==> src/rtl/fetch_unit.sv <==
// Instruction-fetch stage: owns the PC, issues single-outstanding imem requests, buffers words in a 2-entry FIFO.
// Optional macro FETCH_MISALIGN_TRAP_EN turns misaligned redirects into a trap entry (if_misalign_o) and halts fetch.
module fetch_unit #(
   parameter int              XLEN     = 32,
   parameter logic [XLEN-1:0] RESET_PC = '0
) (
   input  logic            clk,
   input  logic            reset,
   input  logic            stall_i,
   input  logic            redirect_i,
   input  logic [XLEN-1:0] redirect_pc_i,
   output logic            imem_req_o,
   output logic [XLEN-1:0] imem_addr_o,
   input  logic            imem_ack_i,
   input  logic [31:0]     imem_rdata_i,
   output logic            if_valid_o,
   output logic [XLEN-1:0] if_pc_o,
`ifdef FETCH_MISALIGN_TRAP_EN
   output logic            if_misalign_o,
`endif
   output logic [31:0]     if_instr_o
);

   localparam logic [31:0]     NOP        = 32'h0000_0013;
   localparam logic [XLEN-1:0] ALIGN_MASK = ~XLEN'(3);
   localparam logic [XLEN-1:0] PC_STEP    = XLEN'(4);

   typedef enum logic [1:0] {BOOT, REQ, FULL, HALT} state_t;

   state_t          state;
   logic [XLEN-1:0] pc;
   logic            req_q;
   logic [XLEN-1:0] fifo_pc    [2];
   logic [31:0]     fifo_instr [2];
`ifdef FETCH_MISALIGN_TRAP_EN
   logic            fifo_mis   [2];
`endif
   logic            rd_ptr;
   logic            wr_ptr;
   logic [1:0]      count;
   logic [1:0]      count_nxt;
   logic            valid;
   logic            push;
   logic            pop;

   assign valid = (count != 2'd0);
   assign push  = (state == REQ) && imem_ack_i;
   assign pop   = valid && !stall_i;

   always_comb begin
      count_nxt = count + {1'b0, push} - {1'b0, pop};
   end

   // Redirect overrides everything: flush, realign the PC and discard any ack seen this cycle.
   always_ff @(posedge clk or posedge reset) begin
      if (reset) begin
         state  <= BOOT;
         pc     <= RESET_PC;
         req_q  <= 1'b0;
         rd_ptr <= 1'b0;
         wr_ptr <= 1'b0;
         count  <= 2'd0;
         for (int i = 0; i < 2; i++) begin
            fifo_pc[i]    <= '0;
            fifo_instr[i] <= NOP;
`ifdef FETCH_MISALIGN_TRAP_EN
            fifo_mis[i]   <= 1'b0;
`endif
         end
      end else if (redirect_i) begin
         rd_ptr <= 1'b0;
         wr_ptr <= 1'b0;
         count  <= 2'd0;
         pc     <= redirect_pc_i & ALIGN_MASK;
         state  <= REQ;
         req_q  <= 1'b1;
`ifdef FETCH_MISALIGN_TRAP_EN
         if (redirect_pc_i[1:0] != 2'b00) begin
            fifo_pc[0]    <= redirect_pc_i;
            fifo_instr[0] <= 32'h0000_0000;
            fifo_mis[0]   <= 1'b1;
            wr_ptr        <= 1'b1;
            count         <= 2'd1;
            state         <= HALT;
            req_q         <= 1'b0;
         end
`endif
      end else begin
         if (push) begin
            fifo_pc[wr_ptr]    <= pc;
            fifo_instr[wr_ptr] <= imem_rdata_i;
`ifdef FETCH_MISALIGN_TRAP_EN
            fifo_mis[wr_ptr]   <= 1'b0;
`endif
            wr_ptr             <= ~wr_ptr;
            pc                 <= pc + PC_STEP;
         end
         if (pop) begin
            rd_ptr <= ~rd_ptr;
         end
         count <= count_nxt;
         case (state)
            BOOT: begin
               state <= REQ;
               req_q <= 1'b1;
            end
            REQ: begin
               if (push && count_nxt == 2'd2) begin
                  state <= FULL;
                  req_q <= 1'b0;
               end
            end
            FULL: begin
               if (pop) begin
                  state <= REQ;
                  req_q <= 1'b1;
               end
            end
            default: begin
               state <= HALT;
               req_q <= 1'b0;
            end
         endcase
      end
   end

   assign imem_req_o  = req_q;
   assign imem_addr_o = pc;
   assign if_valid_o  = valid;
   assign if_pc_o     = valid ? fifo_pc[rd_ptr] : '0;
   assign if_instr_o  = valid ? fifo_instr[rd_ptr] : NOP;
`ifdef FETCH_MISALIGN_TRAP_EN
   assign if_misalign_o = valid && fifo_mis[rd_ptr];
`endif

endmodule

==> config.mk <==
export PLATFORM = sky130hd
export DESIGN_NAME = fetch_unit
export DESIGN_NICKNAME = d
export VERILOG_FILES = /design/src/rtl/fetch_unit.sv
export SDC_FILE = /design/constraint.sdc
export NUM_CORES = 1
export LEC_CHECK = 0
export BUFFER_PORTS_ARGS = -buffer_cell sky130_fd_sc_hd__clkbuf_2
export CAP_MARGIN = 25
export CORE_MARGIN = 10
export CORE_UTILIZATION = 45
export CTS_CLUSTER_DIAMETER = 40
export DETAILED_ROUTE_END_ITERATION = 8
export MAX_ROUTING_LAYER = met4
export PLACE_DENSITY = 0.64
export SLEW_MARGIN = 20
export SYNTH_ARGS = -nofsm -noshare
export SYNTH_HDL_FRONTEND = slang
export SYNTH_SLANG_ARGS = --single-unit
==> constraint.sdc <==
create_clock -name clk -period 6.4 [get_ports clk]
set_input_delay 1.28 -clock clk [delete_from_list [all_inputs] [get_ports clk]]
set_output_delay 1.28 -clock clk [all_outputs]
set_load 0.005 [all_outputs]
==> out/summary.txt, run 1 <==
status: finished clean
fmax: 279 MHz
CTS clk-pin slew, worst paths: 0.06 ns
initial drt markers: 223
hold buffer count at CTS: 0
post-route minimum period: 3.59 ns
final setup vio count: 0
Synth top cells by count: dfrtp_1, mux2_2, nor2_1
Synth area leaders: dfrtp_1, mux2_2, mux2i_1
layout cell share with drive strength beyond 1: 41.3%
die height: 151 um
synth warn: 0
Final Hold Viols: 0
Static Leak: 4.09 nW
FFs w/ async S/R, synth: 100%
Initial Util: 46.3%
Ports: 167
DRC Markers: 0
critical setup path kind: reg -> out
Die W: 151 um
Critical Path Max Stage Delay: 0.54 ns
Syn Inst Count: 656
top cell type's share of synthesized area: 50.0%
Via-to-Cell Ratio: 5.54
WL final: 19700 um
initial antenna violation count: 0
die area: 0.0229 mm^2
Yosys top cell by area: dfrtp_1
clk_skew: 0.00819 ns
Pwr per Cell Area: 460 mW/mm^2
post-synthesis cell type count: 51
grt total ovfl: 0
non-filler cells, final: 1026
Ant. Diodes: 0
Final period util: 56.1%
area delta synth->final: 19.8%
clock root cell: clkbuf_16
wire length of the first global-routing pass: 31600 um
CTS tree: done
buffers and inverters on the worst path: 3
HPWL Detailed: 13700 um
flop and latch count out of synthesis: 161
largest net degree at the start of global routing: 91
fin. max-slew vios: 0
TNS Setup: 0 ns
clk_lat worst skew: 0.43 ns
clock buffer depth: 2
placed cells: 993
cell family with most CP delay: buffers and inverters
All-Layer GR Usage: 18.1%
Post-Route Utilization: 55.5%
sequential cell area fraction in the yosys report: 52.0%
Top FF cell, synth: dfrtp_1
via count: 5687
synthesized area: 0.00776 mm^2
crit-path cells: nor2_4, buf_4, inv_1, nand2_1, clkbuf_2
CTS sink cnt: 161
cts bufs inserted: 17
Critical Path Fanout Max: 40
RSZ-0062 raised after global routing: no
GPL Wtd Cong: 0.786
worst slew pin tran: 1.03 ns
startpoint types: flip-flop
FP Rows: 47
max cap viols: 0
post_cts resized: 0
htree depth: 4
drt wl/cell: 19.2 um
Final ANT Viol Nets: 0
core area: 0.0168 mm^2
hold crit path type: reg -> reg
worst relative slew slack: 31.3%
Worst EP required: 5.12 ns
nets: 865
number of global-route vias before repair: 6074
PortBufs: 160
Avg Cell Area, Syn: 11.8 um^2
Crit. End Element: primary output
peak supply drop: 193 uV
post-CTS setup buffer count: 0
count leader, synth: dfrtp_1
Worst EP arrival: 2.31 ns
number of detailed-route iterations in the first pass: 4
Slowest cell on crit path: nor2_4
Post-synth EDFFs: 0
==> sequential cells by signal (all words and copies together) (netlist names) <==
| name | cells |
|---|---|
| fifo_instr | 64 |
| fifo_pc | 60 |
| imem_addr_o | 30 |
| count | 2 |
| state | 2 |
| imem_req_o | 1 |
| rd_ptr | 1 |
| wr_ptr | 1 |
==> power breakdown <==
group          switching, W  internal (W)
sequential         0.000285       0.00146
clock              0.000420      0.000590
combinational      0.000722      0.000803
total               0.00143       0.00286
==> per-stage QoR <==
stage / hold WS [ns] / power (W) / worst slack [ns] / instance area (um^2)
2_1_floorplan: 0.457 / 0.00272 / 0.782 / 7770
3_3_place_gp: 0.466 / 0.00323 / 2.37 / 8650
3_5_place_dp: 0.479 / 0.00332 / 2.31 / 8680
4_1_cts: 0.494 / 0.00435 / 2.76 / 9280
5_1_grt: 0.513 / 0.00459 / 2.65 / 9300
6_report: 0.493 / 0.00428 / 2.81 / 9300
==> cell usage in the layout, fill, tap and decap left out, drive strengths merged, types with 2 or more instances in the layout <==
cell type and n:
clkinv 4, nor2 81, clkinvlp 4, xnor2 5, nor3 2, inv 10, o21ai 16, nand4 13
clkbuf 178, mux2i 63, conb 4, and4 4, and3 7, nand3 19, buf 5, or4 17
o211ai 5, a31oi 14, and2 3, ha 3, nand2 27, or3 2, mux2 124, dfrtp 155
xor2 5, o31ai 12, bufinv 2, o311ai 2, dfstp 6, o31a 2
==> kinds of logic after synthesis <==
logic type                 count (synthesis)  synth area share [%]
adders and majority gates                  3                 0.484
other                                      1                0.0483
buffers and inverters                     56                  3.74
muxes                                    187                  26.1
AOI/OAI and AO/OA                         54                  4.54
and+or+nand+nor                          183                  11.7
xor gates and xnor gates                  11                  1.42
DFF                                      161                  52.0
==> final timing paths <==
| kind | start | endpoint | cells past startpoint | slack, ns |
|---|---|---|---|---|
| max | count[1]$_DFF_PP0_ | if_instr_o[4] | 5 | 2.81 |
| min | fifo_instr[55]$_DFFE_PP0P_ | fifo_instr[55]$_DFFE_PP0P_ | 1 | 0.49 |
| max reg2reg | state[1]$_DFFE_PP0P_ | fifo_pc[49]$_DFFE_PP0P_ | 5 | 3.33 |
| min reg2reg | fifo_instr[55]$_DFFE_PP0P_ | fifo_instr[55]$_DFFE_PP0P_ | 1 | 0.49 |
| max in group asynchronous | reset | fifo_pc[25]$_DFFE_PP0P_ | 3 | 3.99 |
| min in group asynchronous | reset | fifo_instr[25]$_DFFE_PP0P_ | 2 | 1.00 |
==> layout make-up <==
cell class,instances,area [um^2]
clock inverter,14,156
inverter,6,27.5
tap,220,275
multi-input combinational,442,3470
timing repair buffer,165,891
clock buffer,18,439
sequential,161,4040
fill,1479,7460
==> metal layers <==
| layer | vias to the layer above | track usage (%) | part of all wire, % |
|---|---|---|---|
| met5 | - | - | 0 |
| met4 | 0 | 6.16 | 1.9 |
| met3 | 24 | 4.80 | 6.2 |
| met2 | 167 | 29.3 | 49 |
| met1 | 2871 | 21.3 | 43 |
| li1 | 2625 | - | - |
No activity file was read; power rests on OpenSTA's default activity.
==> run 2: changes to the inputs <==
- clock period: 6.4 -> 3.4 ns (I/O delays scaled with it)
==> run 2 against run 1 <==
Total power is 89% higher. Setup slack worse by 2.1 ns. Non-clock buffer count is 9 higher. Clock power is 91% higher. Sequential power is 88% higher. Die area stayed put. Final area is 0.59% higher.
==> out/summary.txt, run 2 (synthesis gave the netlist of run 1 again) <==
Crit. End Element: primary output
grt total ovfl: 0
post-CTS setup buffer count: 0
post-route minimum period: 2.74 ns
max reg flops: 64
Static Leak: 4.12 nW
Pwr per Cell Area: 866 mW/mm^2
number of global-route vias before repair: 5972
power share of the sequential group: 40.6%
fmax: 365 MHz
most frequent cells in the layout: clkbuf_2, dfrtp_1, mux2_2, nor2_1, mux2i_1
placed cells: 1003
Post-Route Utilization: 55.8%
Final Hold Viols: 0
Ports: 167
TNS Setup: 0 ns
HPWL Detailed: 13900 um
FP Rows: 47
number of detailed-route iterations in the first pass: 4
status: finished clean
hold buffer count at CTS: 0
Worst EP arrival: 2.06 ns
die area: 0.0229 mm^2
Fillers: 1484
RSZ-0062 raised after global routing: no
post_cts resized: 0
share of power burned in the clock network: 23.8%
commonest non-fill, non-tap cell in the layout: clkbuf_2
hold crit path type: in -> async
startpoint types: flip-flop
cts bufs inserted: 17
CTS tree: done
max cap viols: 0
nets: 874
Die W: 151 um
Gate power share: 35.7%
Sw Share: 32.3%
WL final: 19500 um
clk_lat worst skew: 0.42 ns
fin. max-slew vios: 0
switching pwr: 0.00262 W
All-Layer GR Usage: 17.9%
final setup vio count: 0
hold slack: 0.379 ns
Ant. Diodes: 0
worst slew pin tran: 0.758 ns
Final ANT Viol Nets: 0
DRC Markers: 0
wire length of the first global-routing pass: 31400 um
largest net degree at the start of global routing: 67
clock buffer depth: 2
GPL Wtd Cong: 0.785
Int Pwr: 0.00548 W
worst relative slew slack: 49.3%
clock root cell: clkbuf_16
CTS sink cnt: 161
core area: 0.0168 mm^2
CTS clk-pin slew, worst paths: 0.06 ns
peak supply drop: 453 uV
initial drt markers: 357
Critical Path Fanout Max: 35
area delta synth->final: 20.5%
most flop-heavy register: fifo_instr
non-filler cells, final: 1035
initial antenna violation count: 0
PortBufs: 160
Initial Util: 46.3%
htree depth: 4
clk_skew: 0.00956 ns
layout cell share with drive strength beyond 1: 41.5%
Final period util: 80.5%
die height: 151 um
Via-to-Cell Ratio: 5.45
drt wl/cell: 18.8 um
critical setup path kind: reg -> out
Worst EP required: 2.72 ns
via count: 5639
[run 2: final cells by class]
cell class / instances / area, um^2 / area share (%)
Clock inverter: 9 / 131 / 1.40
Timing Repair Buffer: 174 / 943 / 10.1
Multi-Input combinational cell: 442 / 3470 / 37.1
Clock buffer: 23 / 468 / 5.00
Tap cell: 220 / 275 / 2.94
Sequential cell: 161 / 4040 / 43.2
Inverter: 6 / 26.3 / 0.281
[run 2: final timing paths]
kind	start	cells after the start	endpoint	slack, ns
setup / recovery	rd_ptr$_DFFE_PP0N_	4	if_instr_o[1]	0.66
hold / removal	reset	2	fifo_pc[57]$_DFFE_PP0P_	0.38
setup reg to reg	imem_addr_o[3]$_DFFE_PP0N_	5	imem_addr_o[24]$_DFFE_PP0N_	0.92
hold reg to reg	fifo_instr[54]$_DFFE_PP0P_	1	fifo_instr[54]$_DFFE_PP0P_	0.49
max in group asynchronous	reset	3	fifo_instr[32]$_DFFE_PP1P_	2.22
min in group clk	redirect_pc_i[6]	3	imem_addr_o[6]$_DFFE_PP0N_	0.46
[run 2: metal layers]
metal  routed length, um  track usage [%]  up-vias
met5                   0                -        -
met4                 322             5.53        0
met3                1280             4.68       22
met2                9690             29.3      157
met1                8160             21.2     2816
li1                    -                -     2644
[run 2: critical path, stage by stage, from the launching register on]
cell and delay, ns:
dfrtp_4 0.80, buf_12 0.34, mux2i_1 0.30, nand2_1 0.08, clkbuf_2 0.11
[run 2: metrics by stage]
stage | power (W) | area, um^2 | setup WS [ns]
2_1_floorplan | 0.00512 | 7780 | 0.682
3_3_place_gp | 0.00613 | 8760 | 0.795
3_5_place_dp | 0.00628 | 8760 | 0.720
4_1_cts | 0.00823 | 9360 | 0.619
5_1_grt | 0.00870 | 9360 | 0.520
6_report | 0.00810 | 9360 | 0.663
[run 2: power by group through the flow]
stage	Clock [W]	Combinational (W)	Sequential, W
finish	0.00193	0.00289	0.00329
detailed placement	0	0.00295	0.00333
global placement	0	0.00287	0.00326
CTS	0.00197	0.00296	0.00330
global route	0.00205	0.00323	0.00341
floorplan	0	0.00201	0.00310
==> run 3: changes to the inputs <==
- PLACE_DENSITY: 0.64 -> 0.67
- clock period: 3.4 -> 2.38 ns (I/O delays scaled with it)
==> run 3 against run 2 <==
Wire length is 0.71% higher. Largest cell class unchanged. Critical path type unchanged. Sequential share of layout area is 1.2 points lower. Total power is 51% higher. Global-route usage is 0.051 points lower.
==> out/summary.txt, run 3 (synthesis gave the netlist of run 1 again) <==
status: finished clean
number of global-route vias before repair: 5987
Sw Share: 31.1%
non-filler cells, final: 1048
Slowest cell on crit path: dfrtp_4
CTS sink cnt: 161
DRC Markers: 0
drt wl/cell: 18.7 um
Power, Total: 0.0122 W
wire length of the first global-routing pass: 31500 um
peak supply drop: 603 uV
GPL Wtd Cong: 0.802
fin area: 0.00963 mm^2
Worst EP arrival: 1.75 ns
Ports: 167
cell family with most CP delay: flip-flops
fmax: 450 MHz
CTS tree: done
area delta synth->final: 24.1%
most frequent cells in the layout: clkbuf_2, dfrtp_1, mux2_2, nor2_1, mux2i_1
htree depth: 4
nets: 886
clk_lat worst skew: 0.42 ns
cts bufs inserted: 17
crit-path cells: buf_12, mux2i_1, nor2_1, clkbuf_2
initial drt markers: 300
Via-to-Cell Ratio: 5.43
share of power burned in the clock network: 27.3%
WL final: 19600 um
Post-DP Area: 0.00890 mm^2
hold crit path type: in -> async
CTS clk-pin slew, worst paths: 0.06 ns
number of detailed-route iterations in the first pass: 4
max cap viols: 0
post_cts resized: 0
power share of the sequential group: 37.7%
clock root cell: clkbuf_16
initial antenna violation count: 0
setup slack after layout: 0.157 ns
post-CTS setup buffer count: 0
final setup vio count: 0
die area: 0.0229 mm^2
Int Pwr: 0.00844 W
PortBufs: 160
most flop-heavy register: fifo_instr
R2R cell count: 4
switching pwr: 0.00381 W
Gate power share: 35.1%
hold buffer count at CTS: 0
max reg flops: 64
FP Rows: 47
worst slack at placement: 0.114 ns
commonest non-fill, non-tap cell in the layout: clkbuf_2
Critical Path Max Stage Delay: 0.59 ns
core area: 0.0168 mm^2
reg2reg setup slack: 0.16 ns
placed cells: 1015
Final Hold Viols: 0
Crit. End Element: primary output
clock buffer depth: 2
reg2reg start: imem_addr_o[4]$_DFFE_PP0N_
startpoint types: flip-flop
layout cell share with drive strength beyond 1: 42.8%
Pwr per Cell Area: 1270 mW/mm^2
Final period util: 93.4%
via count: 5693
RSZ-0062 raised after global routing: no
Final ANT Viol Nets: 0
fin. max-slew vios: 0
post-route minimum period: 2.22 ns
Die W: 151 um
critical setup path kind: reg -> out
die height: 151 um
Worst EP required: 1.90 ns
All-Layer GR Usage: 17.9%
buffers and inverters on the worst path: 2
largest net degree at the start of global routing: 74
Critical Path Fanout Max: 26
Static Leak: 4.27 nW
grt total ovfl: 0
Initial Util: 46.3%
clk_skew: 0.00854 ns
HPWL Detailed: 13900 um
r2r endpoint: imem_addr_o[23]$_DFFE_PP0N_
Levels on crit path: 4
[run 3: cell count changes in the layout (fill, tap and decap cells not counted), sizes merged]
cell      before  now
buf           14   26
bufinv         3    8
clkbuf       183  179
clkinvlp       4    2
diode          0    1
inv            5    6
[run 3: power by group through the flow]
stage	Combinational, W	Sequential, W	Clock, W
after global placement	0.00425	0.00456	0
after floorplan	0.00288	0.00443	0
after detailed placement	0.00439	0.00467	0
final	0.00430	0.00461	0.00334
after global routing	0.00478	0.00479	0.00352
after CTS	0.00441	0.00462	0.00341
[run 3: per-stage QoR]
stage | hold slack (ns) | setup TNS (ns) | utilization [%]
after floorplan | 0.457 | -20.76 | -
after global placement | 0.466 | 0 | 53.1
after detailed placement | 0.476 | 0 | 53.1
after CTS | 0.0692 | 0 | 57.5
after global routing | 0.103 | 0 | 57.5
final | 0.0727 | 0 | 57.5
[run 3: worst max-delay path by stage]
stage	from	end	slack, ns
after global placement	imem_ack_i	imem_req_o$_DFFE_PP0P_	0.19
final	rd_ptr$_DFFE_PP0N_	if_pc_o[9]	0.16
after CTS	rd_ptr$_DFFE_PP0N_	if_pc_o[9]	0.12
after detailed placement	imem_ack_i	imem_req_o$_DFFE_PP0P_	0.11
after floorplan	reset	count[0]$_DFF_PP0_	-0.13
after global routing	imem_addr_o[4]$_DFFE_PP0N_	imem_addr_o[23]$_DFFE_PP0N_	0.03
[run 3: metal layers]
layer	up-vias	part of all wire, %	routed length [um]	track usage, %
met5	-	0	0	-
met4	0	1.4	274	5.49
met3	20	7.4	1460	5.04
met2	160	48	9410	28.1
met1	2841	43	8450	21.9
li1	2672	-	-	-
[run 3: worst reg2reg max path, cell delays in order, from the launching register on]
cell and delay [ns]:
dfrtp_1 0.50, nand4_1 0.19, or4_1 0.74, or4_1 0.55, a31oi_1 0.17
[run 3: area by class of cell]
| cell class | count | area [um^2] |
|---|---|---|
| Clock buffer | 19 | 453 |
| Fill cell | 1422 | 7130 |
| Timing Repair Buffer | 186 | 1080 |
| Multi-Input combinational cell | 442 | 3470 |
| Antenna cell | 1 | 2.50 |
| Inverter | 6 | 26.3 |
| Clock inverter | 13 | 279 |
| Tap cell | 220 | 275 |
| Sequential cell | 161 | 4040 |
